**src/rtl/change_dispenser_ctrl.sv**
```systemverilog
// Change dispenser: pays back a credit amount one coin at a time, largest denomination first,
// confirming each coin with its hopper's coin-pass sensor and reporting done or fault.
module change_dispenser_ctrl #(
    parameter int CREDIT_W       = 9,
    parameter int PULSE_CYCLES   = 4,
    parameter int TIMEOUT_CYCLES = 255
) (
    input  logic                clk_i,
    input  logic                reset_i,
    input  logic                start_i,
    input  logic [CREDIT_W-1:0] amount_i,
    input  logic [3:0]          hopper_empty_i,
    input  logic [3:0]          hopper_sense_i,
    input  logic                fault_clr_i,
    output logic [3:0]          hopper_eject_o,
    output logic                busy_o,
    output logic                done_o,
    output logic                error_o,
    output logic [1:0]          err_code_o,
    output logic [CREDIT_W-1:0] remaining_o,
    output logic [7:0]          coin_count_o,
    output logic [2:0]          dbg_state_o
);
    // Handshake: start_i is a single-cycle request accepted only in IDLE; amount_i is
    // sampled on that same edge. done_o is a one-cycle completion pulse, error_o is a level.

    typedef enum logic [2:0] {
        S_IDLE   = 3'd0,
        S_SELECT = 3'd1,
        S_EJECT  = 3'd2,
        S_WAIT   = 3'd3,
        S_DONE   = 3'd4,
        S_FAULT  = 3'd5
    } state_t;

    localparam int CNT_MAX = (PULSE_CYCLES > TIMEOUT_CYCLES) ? PULSE_CYCLES : TIMEOUT_CYCLES;
    localparam int CNT_W   = $clog2(CNT_MAX + 1);

    state_t              state_q;
    logic [CREDIT_W-1:0] remaining_q;
    logic [7:0]          coin_count_q;
    logic [3:0]          eject_q;
    logic [1:0]          sel_q;
    logic [CNT_W-1:0]    cnt_q;
    logic                sensed_q;
    logic                busy_q;
    logic                done_q;
    logic                error_q;
    logic [1:0]          err_code_q;

    logic                pick_ok;
    logic [1:0]          pick_code;
    logic                sense_hit;
    logic [CREDIT_W-1:0] remaining_d;
    logic [7:0]          coin_count_d;

    function automatic logic [CREDIT_W-1:0] denom_of(input logic [1:0] code);
        case (code)
            2'd0:    denom_of = CREDIT_W'(10);
            2'd1:    denom_of = CREDIT_W'(20);
            2'd3:    denom_of = CREDIT_W'(50);
            default: denom_of = CREDIT_W'(100);
        endcase
    endfunction

    // Checked smallest to largest so the last match (the largest usable coin) wins.
    always_comb begin
        pick_ok   = 1'b0;
        pick_code = 2'd0;
        if (!hopper_empty_i[0] && remaining_q >= denom_of(2'd0)) begin
            pick_ok = 1'b1; pick_code = 2'd0;
        end
        if (!hopper_empty_i[1] && remaining_q >= denom_of(2'd1)) begin
            pick_ok = 1'b1; pick_code = 2'd1;
        end
        if (!hopper_empty_i[3] && remaining_q >= denom_of(2'd3)) begin
            pick_ok = 1'b1; pick_code = 2'd3;
        end
        if (!hopper_empty_i[2] && remaining_q >= denom_of(2'd2)) begin
            pick_ok = 1'b1; pick_code = 2'd2;
        end
    end

    assign sense_hit    = hopper_sense_i[sel_q];
    assign remaining_d  = remaining_q - denom_of(sel_q);
    assign coin_count_d = (coin_count_q == 8'hFF) ? coin_count_q : coin_count_q + 8'd1;

    always_ff @(posedge clk_i) begin
        if (reset_i) begin
            state_q      <= S_IDLE;
            remaining_q  <= '0;
            coin_count_q <= '0;
            eject_q      <= '0;
            sel_q        <= '0;
            cnt_q        <= '0;
            sensed_q     <= 1'b0;
            busy_q       <= 1'b0;
            done_q       <= 1'b0;
            error_q      <= 1'b0;
            err_code_q   <= '0;
        end else begin
            case (state_q)
                S_IDLE: begin
                    if (start_i) begin
                        remaining_q  <= amount_i;
                        coin_count_q <= '0;
                        busy_q       <= 1'b1;
                        state_q      <= S_SELECT;
                    end
                end
                S_SELECT: begin
                    if (remaining_q == '0) begin
                        done_q  <= 1'b1;
                        state_q <= S_DONE;
                    end else if (pick_ok) begin
                        sel_q    <= pick_code;
                        eject_q  <= 4'b0001 << pick_code;
                        cnt_q    <= '0;
                        sensed_q <= 1'b0;
                        state_q  <= S_EJECT;
                    end else begin
                        error_q    <= 1'b1;
                        err_code_q <= 2'd1;
                        state_q    <= S_FAULT;
                    end
                end
                S_EJECT: begin
                    if (sense_hit) sensed_q <= 1'b1;
                    if (cnt_q == CNT_W'(PULSE_CYCLES - 1)) begin
                        eject_q <= '0;
                        cnt_q   <= '0;
                        // A coin that dropped while the pulse was still on is paid right away.
                        if (sensed_q || sense_hit) begin
                            remaining_q  <= remaining_d;
                            coin_count_q <= coin_count_d;
                            state_q      <= S_SELECT;
                        end else begin
                            state_q <= S_WAIT;
                        end
                    end else begin
                        cnt_q <= cnt_q + 1'b1;
                    end
                end
                S_WAIT: begin
                    if (sense_hit) begin
                        remaining_q  <= remaining_d;
                        coin_count_q <= coin_count_d;
                        state_q      <= S_SELECT;
                    end else if (cnt_q == CNT_W'(TIMEOUT_CYCLES - 1)) begin
                        error_q    <= 1'b1;
                        err_code_q <= 2'd2;
                        state_q    <= S_FAULT;
                    end else begin
                        cnt_q <= cnt_q + 1'b1;
                    end
                end
                S_DONE: begin
                    done_q  <= 1'b0;
                    busy_q  <= 1'b0;
                    state_q <= S_IDLE;
                end
                S_FAULT: begin
                    if (fault_clr_i) begin
                        error_q    <= 1'b0;
                        err_code_q <= '0;
                        busy_q     <= 1'b0;
                        state_q    <= S_IDLE;
                    end
                end
                default: state_q <= S_IDLE;
            endcase
        end
    end

    assign hopper_eject_o = eject_q;
    assign busy_o         = busy_q;
    assign done_o         = done_q;
    assign error_o        = error_q;
    assign err_code_o     = err_code_q;
    assign remaining_o    = remaining_q;
    assign coin_count_o   = coin_count_q;
    assign dbg_state_o    = state_q;
endmodule

```
**config.mk**
```make
export PLATFORM = sky130hd
export DESIGN_NAME = change_dispenser_ctrl
export DESIGN_NICKNAME = d
export VERILOG_FILES = /design/src/rtl/change_dispenser_ctrl.sv
export SDC_FILE = /design/constraint.sdc
export NUM_CORES = 1
export LEC_CHECK = 0
export CORE_ASPECT_RATIO = 1.75
export CORE_MARGIN = 4
export CORE_UTILIZATION = 50
export DETAILED_ROUTE_END_ITERATION = 12
export PLACE_DENSITY = 0.8
export SLEW_MARGIN = 10
export SYNTH_ARGS = -nofsm -noshare
export SYNTH_HDL_FRONTEND = slang
export SYNTH_SLANG_ARGS = --single-unit
```
**constraint.sdc**
```tcl
create_clock -name clk_i -period 2.91 [get_ports clk_i]
set_input_delay 0.582 -clock clk_i [delete_from_list [all_inputs] [get_ports clk_i]]
set_output_delay 0.582 -clock clk_i [all_outputs]
set_load 0.05 [all_outputs]
```
==> results of run 1 <==
synthesized netlist by cell type (3+ instances only):
cell / count
sky130_fd_sc_hd__a311oi_1: 3
sky130_fd_sc_hd__a211oi_1: 6
sky130_fd_sc_hd__nand2_1: 26
sky130_fd_sc_hd__o21ai_0: 13
sky130_fd_sc_hd__nand4_1: 10
sky130_fd_sc_hd__a31oi_1: 3
sky130_fd_sc_hd__o21a_1: 5
sky130_fd_sc_hd__xor2_1: 6
sky130_fd_sc_hd__or3_1: 3
sky130_fd_sc_hd__o31a_1: 3
sky130_fd_sc_hd__a21oi_1: 19
sky130_fd_sc_hd__nor2b_1: 8
sky130_fd_sc_hd__nor3_1: 11
sky130_fd_sc_hd__mux2i_1: 4
sky130_fd_sc_hd__o211ai_1: 3
sky130_fd_sc_hd__nand3b_1: 5
sky130_fd_sc_hd__xnor2_1: 7
sky130_fd_sc_hd__nand2b_1: 8
sky130_fd_sc_hd__nor2_1: 40
sky130_fd_sc_hd__nand3_1: 6
sky130_fd_sc_hd__ha_1: 12
sky130_fd_sc_hd__inv_1: 10
sky130_fd_sc_hd__clkbuf_1: 9
sky130_fd_sc_hd__dfxtp_1: 40
power by group:
group / leakage (nW) / internal (mW) / switching [mW] / total [mW]
Combinational: 0.778 / 0.900 / 1.34 / 2.24
Sequential: 0.326 / 0.676 / 0.218 / 0.894
Clock: 0.0479 / 0.167 / 0.207 / 0.374
Total: 1.15 / 1.74 / 1.76 / 3.51
stage by stage:
step / util / hold slack, ns / std cells / setup WS, ns
2_1_floorplan: - / 0.464 / 305 / 0.511
3_3_place_gp: 0.650 / 0.458 / 406 / 0.114
3_5_place_dp: 0.650 / 0.458 / 406 / -0.0492
4_1_cts: 0.669 / 0.470 / 414 / 0.240
5_1_grt: 0.669 / 0.493 / 414 / 0.0977
6_report: 0.669 / 0.467 / 414 / 0.237
sequential cells by signal, indices dropped and copies added (netlist names):
register	flops
busy_o	1
done_o	1
sensed_q	1
dbg_state_o	3
error_o	1
sel_q	2
coin_count_o	8
err_code_o	2
remaining_o	9
cnt_q	8
hopper_eject_o	4
cell families after synthesis:
logic type / count (synthesis) / share of synthesized area
flip-flops: 40 / 0.322
adder cells (fa/ha/maj): 13 / 0.0684
AND/OR/NAND/NOR: 135 / 0.288
buffers and inverters: 22 / 0.0342
multiplexers: 5 / 0.0251
XOR/XNOR: 13 / 0.0458
AO/OA/AOI/OAI: 77 / 0.217
path summary, 6_finish.rpt:
path / from / endpoint / slack, ns
max: hopper_sense_i[3] / cnt_q[5] / 0.24
min: err_code_o[1] / err_code_o[1] / 0.47
max reg2reg: sel_q[1] / remaining_o[7] / 0.26
min reg2reg: err_code_o[1] / err_code_o[1] / 0.47
routing by layer:
metal / vias up / routed length, um / track usage
li1: 1225 / - / -
met3: 18 / 225 / 0.0344
met4: 0 / 192 / 0.0997
met1: 1136 / 2490 / 0.251
met2: 55 / 3480 / 0.398
met5: - / 0 / 0
worst min-delay path: cells and delay by family, from the launching register on:
family | cells | cell delay (ns)
flops | 1 | 0.32
simple gates | 1 | 0.05
compound gates | 1 | 0.06
cell type report:
type / instances / area [um2] / share of cell area
tap: 52 / 65.1 / 0.0205
sequential: 40 / 801 / 0.252
multi-input combinational: 243 / 1600 / 0.505
clock buffer: 5 / 68.8 / 0.0217
clock inverter: 3 / 18.8 / 0.00591
timing repair buffer: 61 / 581 / 0.183
inverter: 10 / 37.5 / 0.0118
==> parameters.txt, run 1 <==
Parameter                              Value

Synthesis
  Post-Syn Instances ... 305
  Count of synthesis-stage warnings from yosys ... 0
  Cell type with the largest total area after synthesis ... sky130_fd_sc_hd__dfxtp_1
  Register area share after synthesis ... 0.322
  Yosys reg bits ... 40
  Synth top area share ... 0.322
  Syn Nets ... 339
  Dominant synthesized flop cell ... sky130_fd_sc_hd__dfxtp_1
  Share of flip-flops with an asynchronous set or reset ... 0
  Syn Area/Cell ... 8.16 um2
  Cells taking the most area after synthesis ... sky130_fd_sc_hd__dfxtp_1, sky130_fd_sc_hd__ha_1, sky130_fd_sc_hd__nor2_1
  Post-synth EDFFs ... 0
  Number of unique standard cell types used by synthesis ... 57
  Cell area after technology mapping ... 2490 um2

Worst setup path
  Longest individual stage delay on the worst path ... 0.53 ns
  Cell count of the worst reg-to-reg path ... 12
  Number of gates on the worst path with buffers counted ... 8
  Kind of cell adding the most delay to the critical path ... compound AO/OA/AOI/OAI gates
  Arrival time at the worst endpoint ... around 2.9 ns
  Type of the setup path with the least slack ... input port to flip-flop
  CP Data Required Time ... around 3 ns
  Category of the worst setup path capture point ... flip-flop
  Slowest cell on the critical path ... sky130_fd_sc_hd__a2111oi_0
  Crit-path cells ... clkdlybuf4s50_1 > mux4_2 > buf_4 > a41oi_1 > o21ai_0 > a2111oi_0 > xnor2_1 > nor2_1
  Worst Setup Start Kind ... input port
  Buffers & Inverters on Critical Path ... 2
  Worst-path maximum fanout ... 6

Clock tree
  Bufs on Longest Clock Path ... 2
  H-tree level count ... 2
  Number of clock sinks ... 40
  Number of hold-repair buffers added at the cts stage ... 0
  Worst-path clk slew ... around 0.080 ns
  Clock latency reported for the late side of the worst-skew pair ... around 0.30 ns
  Count of instances resized after the clock tree is built ... 0
  Clock tree from TritonCTS ... done
  Total CTS buffers ... 5
  Clock Tree Root ... sky130_fd_sc_hd__clkbuf_8
  Post-CTS setup-driven buffer insertion count ... 0

Place
  DP HPWL ... just under 5 mm
  Routability congestion estimate from global placement ... roughly 0.91
  Post-placement cell area ... 3090 um2
  Number of port buffers ... 49

Floorplan
  Core region area ... 4750 um2
  Rows ... 33
  Total I/O pin count ... 50
  Total Die Area ... roughly 6200 um2
  Initial Utilization ... 0.524
  Die boundary width ... a little over 60 um
  Die boundary height ... roughly 100 um

STA
  Final Cycle Share ... 0.918
  Slew Limit Fails ... 0
  Setup TNS Final ... 0 ns
  Post-route clock skew ... 0.00917 ns
  Final setup vio count ... 0
  Worst max-slew margin expressed relative to the limit ... 0.546
  Maximum operating frequency ... between 300 and 400 MHz
  Setup repair after global routing missed its margin ... false
  Final number of hold-violating endpoints ... 0
  Worst-margin pin slew ... just under 0.7 ns
  Shortest clock period the worst path allows after layout ... between 2 and 3 ns

Run
  Max-capacitance violation count ... 0

Worst hold path
  Count of cells along the worst hold path ... 2
  Worst hold path type ... flip-flop to flip-flop

Global routing
  First-pass GRT wire length ... roughly 11 mm
  Total GRT Usage ... 0.223
  Largest net degree at the start of global routing ... 17
  Number of global-route vias before repair ... 2,427
  GR Overflow Total ... 0
  Antenna violations before repair ... 0

Routing
  Number of search-and-repair iterations in the first detailed-routing pass ... 4
  First-iteration detailed-routing DRC count ... roughly 100
  Total detailed-routing wirelength ... roughly 6.4 mm
  Number of antenna-violating nets in the routed design ... 0
  Vias per std cell ... approximately 5.9
  DRC violations left ... 0
  Post-DR wirelength/cell ... about 15 um
  DR vias ... roughly 2,400

Power
  Total Power ... ~3.5 mW
  Max VDD drop ... between 0.0007 and 0.0008 V
  Leakage power ... around 1.2 nW
  PD cells ... ~1100 nW/um2

Layout
  Most common library cell in the layout ignoring fill and taps ... sky130_fd_sc_hd__clkdlybuf4s50_1
  Number of nets in the final layout ... 395
  Commonest non-fill, non-tap cells in the layout ... sky130_fd_sc_hd__clkdlybuf4s50_1, sky130_fd_sc_hd__nor2_1, sky130_fd_sc_hd__dfxtp_1
  Area of all placed cells without fillers ... around 3200 um2
  Number of inserted filler cells in the final layout ... between 400 and 500
  Layout overhead on the synthesized area ... 27.6%
  Antenna diode count ... 0
  Proportion of layout cells with a drive suffix above 1 ... 0.0939

Outcome
  Run status ... finished, final reports clean
(Power assumes the default switching activity.)
==> run 2: changes to the inputs <==
Settings changed: CORE_UTILIZATION 50 to 52, PLACE_DENSITY 0.8 to 0.83.
==> run 2 against run 1 <==
Non-clock buffer count decreased by 1; clock power increased by 27%; setup slack improved by 0.083 ns; clock skew decreased by 0.0042 ns; critical path depth increased by 4; via count increased by 0.62%; routed wire length increased by 0.55%; sequential cell count unchanged; sequential share of layout area decreased by 0.13 points.
==> parameters.txt, run 2 (same netlist as run 1, synthesis figures left out) <==
Parameter                              Value

Routing
  First-iteration detailed-routing DRC count ... 130 (was 103)
  Number of search-and-repair iterations in the first detailed-routing pass ... 5 (was 4)
  Total detailed-routing wirelength ... 6.42 mm (was 6.39 mm)
  Vias per std cell ... 5.93 (was 5.88)
  Number of antenna-violating nets in the routed design ... 0 (unchanged)
  Post-DR wirelength/cell ... 15.5 um (was 15.4 um)
  DRC violations left ... 0 (unchanged)
  DR vias ... 2,449 (was 2,434)

Floorplan
  Die boundary height ... 99.5 um (was 101 um)
  Total I/O pin count ... 50 (unchanged)
  Die boundary width ... 60.3 um (was 61.3 um)
  Core region area ... 4670 um2 (was 4750 um2)
  Rows ... 33 (unchanged)
  Total Die Area ... 6000 um2 (was 6210 um2)
  Initial Utilization ... 0.533 (was 0.524)

Worst hold path
  Worst hold path type ... flip-flop to flip-flop (unchanged)

STA
  Shortest clock period the worst path allows after layout ... 2.59 ns (was 2.67 ns)
  Post-route worst setup slack ... 0.321 ns (was 0.237 ns)
  Final number of hold-violating endpoints ... 0 (unchanged)
  Setup repair after global routing missed its margin ... false (unchanged)
  Worst-margin pin slew ... 0.573 ns (was 0.674 ns)
  Worst max-slew margin expressed relative to the limit ... 0.617 (was 0.546)
  Setup TNS Final ... 0 ns (unchanged)
  Final setup vio count ... 0 (unchanged)
  Post-route clock skew ... 0.00498 ns (was 0.00917 ns)
  Slew Limit Fails ... 0 (unchanged)
  Final Cycle Share ... 0.890 (was 0.918)
  Maximum operating frequency ... 386 MHz (was 374 MHz)

Clock tree
  Worst-path clk slew ... 0.08 ns (about the same)
  Bufs on Longest Clock Path ... 2 (unchanged)
  Total CTS buffers ... 5 (unchanged)
  Post-CTS setup-driven buffer insertion count ... 0 (unchanged)
  Clock latency reported for the late side of the worst-skew pair ... 0.30 ns (about the same)
  Clock tree from TritonCTS ... done (unchanged)
  Clock Tree Root ... sky130_fd_sc_hd__clkbuf_8 (unchanged)
  H-tree level count ... 2 (unchanged)
  Number of hold-repair buffers added at the cts stage ... 0 (unchanged)
  Number of clock sinks ... 40 (unchanged)

Global routing
  Largest net degree at the start of global routing ... 17 (unchanged)
  Total GRT Usage ... 0.229 (was 0.223)
  First-pass GRT wire length ... 10.7 mm (was 10.8 mm)
  Antenna violations before repair ... 0 (unchanged)
  Number of global-route vias before repair ... 2,407 (was 2,427)
  GR Overflow Total ... 0 (unchanged)

Place
  Routability congestion estimate from global placement ... 0.916 (was 0.913)
  DP HPWL ... 4.95 mm (about the same)
  Number of port buffers ... 49 (unchanged)
  DP Worst Slack ... 0.0795 ns (was -0.0492 ns)

Worst setup path
  CP most frequent cell ... sky130_fd_sc_hd__inv_1
  Worst Setup Start Kind ... flip-flop (was input port)
  Worst-path maximum fanout ... 4 (was 6)
  Arrival time at the worst endpoint ... 2.83 ns (was 2.85 ns)
  Kind of cell adding the most delay to the critical path ... compound AO/OA/AOI/OAI gates (unchanged)
  CP Data Required Time ... 3.15 ns (was 3.09 ns)
  Category of the worst setup path capture point ... flip-flop (unchanged)
  Buffers & Inverters on Critical Path ... 3 (was 2)
  Slowest cell on the critical path ... sky130_fd_sc_hd__dfxtp_1 (was sky130_fd_sc_hd__a2111oi_0)
  Crit-path cells ... inv_1 > ha_1 > inv_1 > ha_1 > inv_1 > fa_1 > a21o_1 > a21oi_1 > o21ai_0 > o41ai_1 > nand2_1 > a21oi_1 (was clkdlybuf4s50_1 > mux4_2 > buf_4 > a41oi_1 > o21ai_0 > a2111oi_0 > xnor2_1 > nor2_1)
  Type of the setup path with the least slack ... flip-flop to flip-flop (was input port to flip-flop)
  Longest individual stage delay on the worst path ... 0.41 ns (was 0.53 ns)

Power
  Total Power ... 3.62 mW (was 3.51 mW)
  Leakage power ... 1.15 nW (about the same)
  PD cells ... 1130 nW/um2 (was 1100 nW/um2)
  Max VDD drop ... 0.000761 V (was 0.000742 V)

Layout
  Number of nets in the final layout ... 394 (was 395)
  Commonest non-fill, non-tap cells in the layout ... sky130_fd_sc_hd__clkdlybuf4s50_1, sky130_fd_sc_hd__nor2_1, sky130_fd_sc_hd__dfxtp_1 (unchanged)
  Most common library cell in the layout ignoring fill and taps ... sky130_fd_sc_hd__clkdlybuf4s50_1 (unchanged)
  Layout overhead on the synthesized area ... 28.4% (was 27.6%)
  Total area of multi-input combinational cells ... 1600 um2 (unchanged)
  Flip-flop count of the largest register after layout ... 9 (unchanged)
  Number of inserted filler cells in the final layout ... 365 (was 403)
  Proportion of layout cells with a drive suffix above 1 ... 0.0942 (was 0.0939)
  Storage element area ... 802 um2 (was 801 um2)
  Antenna diode count ... 0 (unchanged)

Run
  Max-capacitance violation count ... 0 (unchanged)

Outcome
  Run status ... finished, final reports clean (unchanged)
-- run 2: changes by cell type in the layout (fill, tap and decap cells not counted) --
| cell | before | now |
|---|---|---|
| sky130_fd_sc_hd__buf_4 | 12 | 11 |
| sky130_fd_sc_hd__bufinv_16 | 0 | 1 |
| sky130_fd_sc_hd__clkinv_2 | 2 | 0 |
| sky130_fd_sc_hd__clkinv_4 | 1 | 0 |
| sky130_fd_sc_hd__clkinvlp_4 | 0 | 1 |
| sky130_fd_sc_hd__dfxtp_1 | 40 | 39 |
| sky130_fd_sc_hd__dfxtp_2 | 0 | 1 |
| sky130_fd_sc_hd__inv_6 | 0 | 1 |
-- run 2: per-layer routing --
layer,wire [um],track usage
met5,0,0
met4,208,0.114
met2,3460,0.405
met1,2510,0.251
met3,239,0.0390
-- run 2: worst min-delay path: cells and delay by family (launching register included) --
kind	cells	cell delay, ns
AOI/OAI and AO/OA	1	0.05
and+or+nand+nor	1	0.05
DFF	1	0.32
-- run 2: area by class of cell --
class                      instances  share of cell area
timing repair buffer              60               0.179
sequential                        40               0.251
multi-input combinational        243               0.502
tap                               52              0.0204
clock inverter                     3              0.0145
clock buffer                       5              0.0215
inverter                          10              0.0117
-- run 2: power breakdown --
part	switching [mW]	internal [mW]	leakage, nW
clock network	0.217	0.259	0.0548
registers	0.229	0.676	0.326
logic	1.34	0.897	0.772
-- run 2: path summary, 6_finish.rpt --
path / endpoint / cells past startpoint / slack, ns / from
worst max-delay path: remaining_o[7] / 12 / 0.32 / sel_q[1]
worst min-delay path: err_code_o[1] / 2 / 0.47 / err_code_o[1]
worst max register to register: remaining_o[7] / 12 / 0.32 / sel_q[1]
worst min register to register: err_code_o[1] / 2 / 0.47 / err_code_o[1]
-- run 2: through the flow --
step	util	area [um2]	hold slack [ns]	std cells
3_5_place_dp	0.660	3080	0.460	405
3_3_place_gp	0.660	3080	0.458	405
5_1_grt	0.685	3200	0.513	413
6_report	0.685	3200	0.468	413
2_1_floorplan	-	2490	0.464	305
4_1_cts	0.685	3190	0.471	413
-- run 2: timing repair --
item | 4_1_cts | 5_1_grt
endpoints found under the hold margin | 0 | 0
endpoints found under the setup margin | 0 | 1
resized for setup | 0 | 1
==> run 3: changes to the inputs <==
Settings changed: CORE_MARGIN 4 to 10, CORE_UTILIZATION 52 to 56, PLACE_DENSITY 0.83 to 0.88.
Clock period 2.91 ns to 3.3 ns, I/O delays scaled along.
==> run 3 against run 2 <==
Non-clock buffer count shrank 6; clock power is 11% lower; critical path depth did not move; via count increased by 1.1%; worst hold slack worse by 0.00060 ns; die area increased by 27%; final area fell by 1.5%; core utilization grew 3.6 points; power shrank 13%; setup slack better by 0.24 ns; fmax shrank 5.4%; sequential cell count is the same.
==> parameters.txt, run 3 (same netlist as run 1, synthesis figures left out) <==
Parameter                              Value

Outcome
  Run status ... finished, final reports clean (unchanged)

Layout
  Number of nets in the final layout ... 388 (was 394)
  Layout overhead on the synthesized area ... 26.5% (was 28.4%)
  Util after Layout ... 0.721 (was 0.685)
  Proportion of layout cells with a drive suffix above 1 ... 0.0761 (was 0.0942)
  Antenna diode count ... 0 (unchanged)
  Post-route non-filler standard cell count ... 406 (was 413)
  Flip-flop count of the largest register after layout ... 9 (unchanged)
  Area of all placed cells without fillers ... 3150 um2 (was 3200 um2)
  Commonest non-fill, non-tap cells in the layout ... sky130_fd_sc_hd__clkdlybuf4s50_1, sky130_fd_sc_hd__nor2_1, sky130_fd_sc_hd__dfxtp_1 (unchanged)
  Most common library cell in the layout ignoring fill and taps ... sky130_fd_sc_hd__clkdlybuf4s50_1 (unchanged)

Clock tree
  Number of clock sinks ... 40 (unchanged)
  Count of instances resized after the clock tree is built ... 0 (unchanged)
  Clock latency reported for the late side of the worst-skew pair ... 0.31 ns (was 0.30 ns)
  Clock tree from TritonCTS ... done (unchanged)
  H-tree level count ... 2 (unchanged)
  Total CTS buffers ... 5 (unchanged)
  Post-CTS setup-driven buffer insertion count ... 0 (unchanged)
  Bufs on Longest Clock Path ... 2 (unchanged)
  Number of hold-repair buffers added at the cts stage ... 0 (unchanged)
  Clock Tree Root ... sky130_fd_sc_hd__clkbuf_8 (unchanged)
  Worst-path clk slew ... 0.08 ns (about the same)

Worst setup path
  Worst-path maximum fanout ... 4 (unchanged)
  Worst Setup Start Kind ... flip-flop (unchanged)
  Category of the worst setup path capture point ... flip-flop (unchanged)
  Flop-to-flop setup slack ... 0.56 ns (was 0.32 ns)
  CP Data Required Time ... 3.54 ns (was 3.15 ns)
  Reg2Reg Launch Point ... sel_q[0] (was sel_q[1])
  Arrival time at the worst endpoint ... 2.98 ns (was 2.83 ns)
  Cell count of the worst reg-to-reg path ... 12 (unchanged)
  Type of the setup path with the least slack ... flip-flop to flip-flop (unchanged)
  Capture point of the worst reg-to-reg path ... remaining_o[7] (unchanged)

Place
  DP Worst Slack ... 0.280 ns (was 0.0795 ns)
  Number of port buffers ... 49 (unchanged)
  Routability congestion estimate from global placement ... 0.897 (was 0.916)
  DP HPWL ... 5.30 mm (was 4.95 mm)
  Post-placement cell area ... 3030 um2 (was 3080 um2)
  Placed Instances ... 398 (was 405)

Routing
  DR top layer ... met4 (unchanged)
  Post-DR wirelength/cell ... 16.9 um (was 15.5 um)
  Wire length on met1 ... 2.48 mm (was 2.51 mm)
  Met3 wire length ... 293 um (was 239 um)
  Number of search-and-repair iterations in the first detailed-routing pass ... 6 (was 5)
  First-iteration detailed-routing DRC count ... 143 (was 130)
  Routed met2 length ... 3.84 mm (was 3.46 mm)
  DR vias ... 2,477 (was 2,449)
  DRC violations left ... 0 (unchanged)
  Vias per std cell ... 6.10 (was 5.93)
  Total detailed-routing wirelength ... 6.85 mm (was 6.42 mm)
  Number of antenna-violating nets in the routed design ... 0 (unchanged)

STA
  Final number of hold-violating endpoints ... 0 (unchanged)
  Setup TNS Final ... 0 ns (unchanged)
  Post-route clock skew ... 0.0123 ns (was 0.00498 ns)
  Shortest clock period the worst path allows after layout ... 2.74 ns (was 2.59 ns)
  Maximum operating frequency ... 365 MHz (was 386 MHz)
  Worst max-slew margin expressed relative to the limit ... 0.545 (was 0.617)
  Final setup vio count ... 0 (unchanged)
  Worst-margin pin slew ... 0.678 ns (was 0.573 ns)
  Final Cycle Share ... 0.830 (was 0.890)
  Post-route worst setup slack ... 0.562 ns (was 0.321 ns)
  Setup repair after global routing missed its margin ... false (unchanged)
  Slew Limit Fails ... 0 (unchanged)
  Worst Hold Slack ... 0.467 ns (was 0.468 ns)

Floorplan
  Rows ... 32 (was 33)
  Total I/O pin count ... 50 (unchanged)
  Initial Utilization ... 0.570 (was 0.533)
  Total Die Area ... 7620 um2 (was 6000 um2)
  Core region area ... 4360 um2 (was 4670 um2)
  Die boundary width ... 70.4 um (was 60.3 um)
  Die boundary height ... 108 um (was 99.5 um)

Run
  Max-capacitance violation count ... 0 (unchanged)

Power
  Leakage power ... 1.12 nW (was 1.15 nW)
  Max VDD drop ... 0.000819 V (was 0.000761 V)
  Total Power ... 3.16 mW (was 3.62 mW)
  PD cells ... 1000 nW/um2 (was 1130 nW/um2)

Worst hold path
  Count of cells along the worst hold path ... 2 (unchanged)
  Hold wc startpoint ... err_code_o[1] (unchanged)
  End point of the most critical hold path ... err_code_o[1] (unchanged)
  Worst hold path type ... flip-flop to flip-flop (unchanged)

Global routing
  First-pass GRT wire length ... 11.7 mm (was 10.7 mm)
  Antenna violations before repair ... 0 (unchanged)
  Total GRT Usage ... 0.183 (was 0.229)
  GR Overflow Total ... 0 (unchanged)
  Number of global-route vias before repair ... 2,608 (was 2,407)
  Largest net degree at the start of global routing ... 30 (was 17)
-- run 3: changes by cell type in the layout (fill, tap and decap cells not counted) --
cell / before / now
sky130_fd_sc_hd__dfxtp_1: 39 / 40
sky130_fd_sc_hd__buf_4: 11 / 5
sky130_fd_sc_hd__dfxtp_2: 1 / 0
-- run 3: worst max-delay path by stage --
stage                      startpoint              to  slack, ns
finish                       sel_q[0]  remaining_o[7]       0.56
global route                 sel_q[0]  remaining_o[7]       0.35
CTS                 hopper_sense_i[2]        cnt_q[2]       0.61
detailed placement  hopper_sense_i[2]        cnt_q[2]       0.28
global placement    hopper_sense_i[3]        cnt_q[2]       0.40
floorplan           hopper_sense_i[3]  dbg_state_o[0]       0.89
-- run 3: area by class of cell --
type	count	area (um2)
Inverter	10	37.5
Fill cell	327	1220
Timing Repair Buffer	54	528
Tap cell	51	63.8
Clock buffer	5	68.8
Multi-Input combinational cell	243	1600
Sequential cell	40	801
Clock inverter	3	46.3
-- run 3: power by group --
group / leakage, nW / switching, mW / internal [mW]
Combinational: 0.743 / 1.20 / 0.741
Clock: 0.0548 / 0.193 / 0.228
Sequential: 0.326 / 0.198 / 0.596
Total: 1.12 / 1.59 / 1.57
-- run 3: worst max-delay path, stage by stage (launching register included) --
cell and delay [ns]:
sky130_fd_sc_hd__dfxtp_1 0.43, sky130_fd_sc_hd__inv_1 0.12, sky130_fd_sc_hd__ha_1 0.31, sky130_fd_sc_hd__inv_1 0.13, sky130_fd_sc_hd__ha_1 0.19, sky130_fd_sc_hd__inv_1 0.05, sky130_fd_sc_hd__fa_1 0.41, sky130_fd_sc_hd__a21o_1 0.17
sky130_fd_sc_hd__a21oi_1 0.22, sky130_fd_sc_hd__o21ai_0 0.17, sky130_fd_sc_hd__o41ai_1 0.27, sky130_fd_sc_hd__nand2_1 0.09, sky130_fd_sc_hd__a21oi_1 0.12
-- run 3: per-layer routing --
| metal | track usage | vias to the layer above |
|---|---|---|
| met5 | 0 | - |
| met1 | 0.178 | 1174 |
| met2 | 0.342 | 76 |
| li1 | - | 1204 |
| met3 | 0.0385 | 23 |
| met4 | 0.106 | 0 |
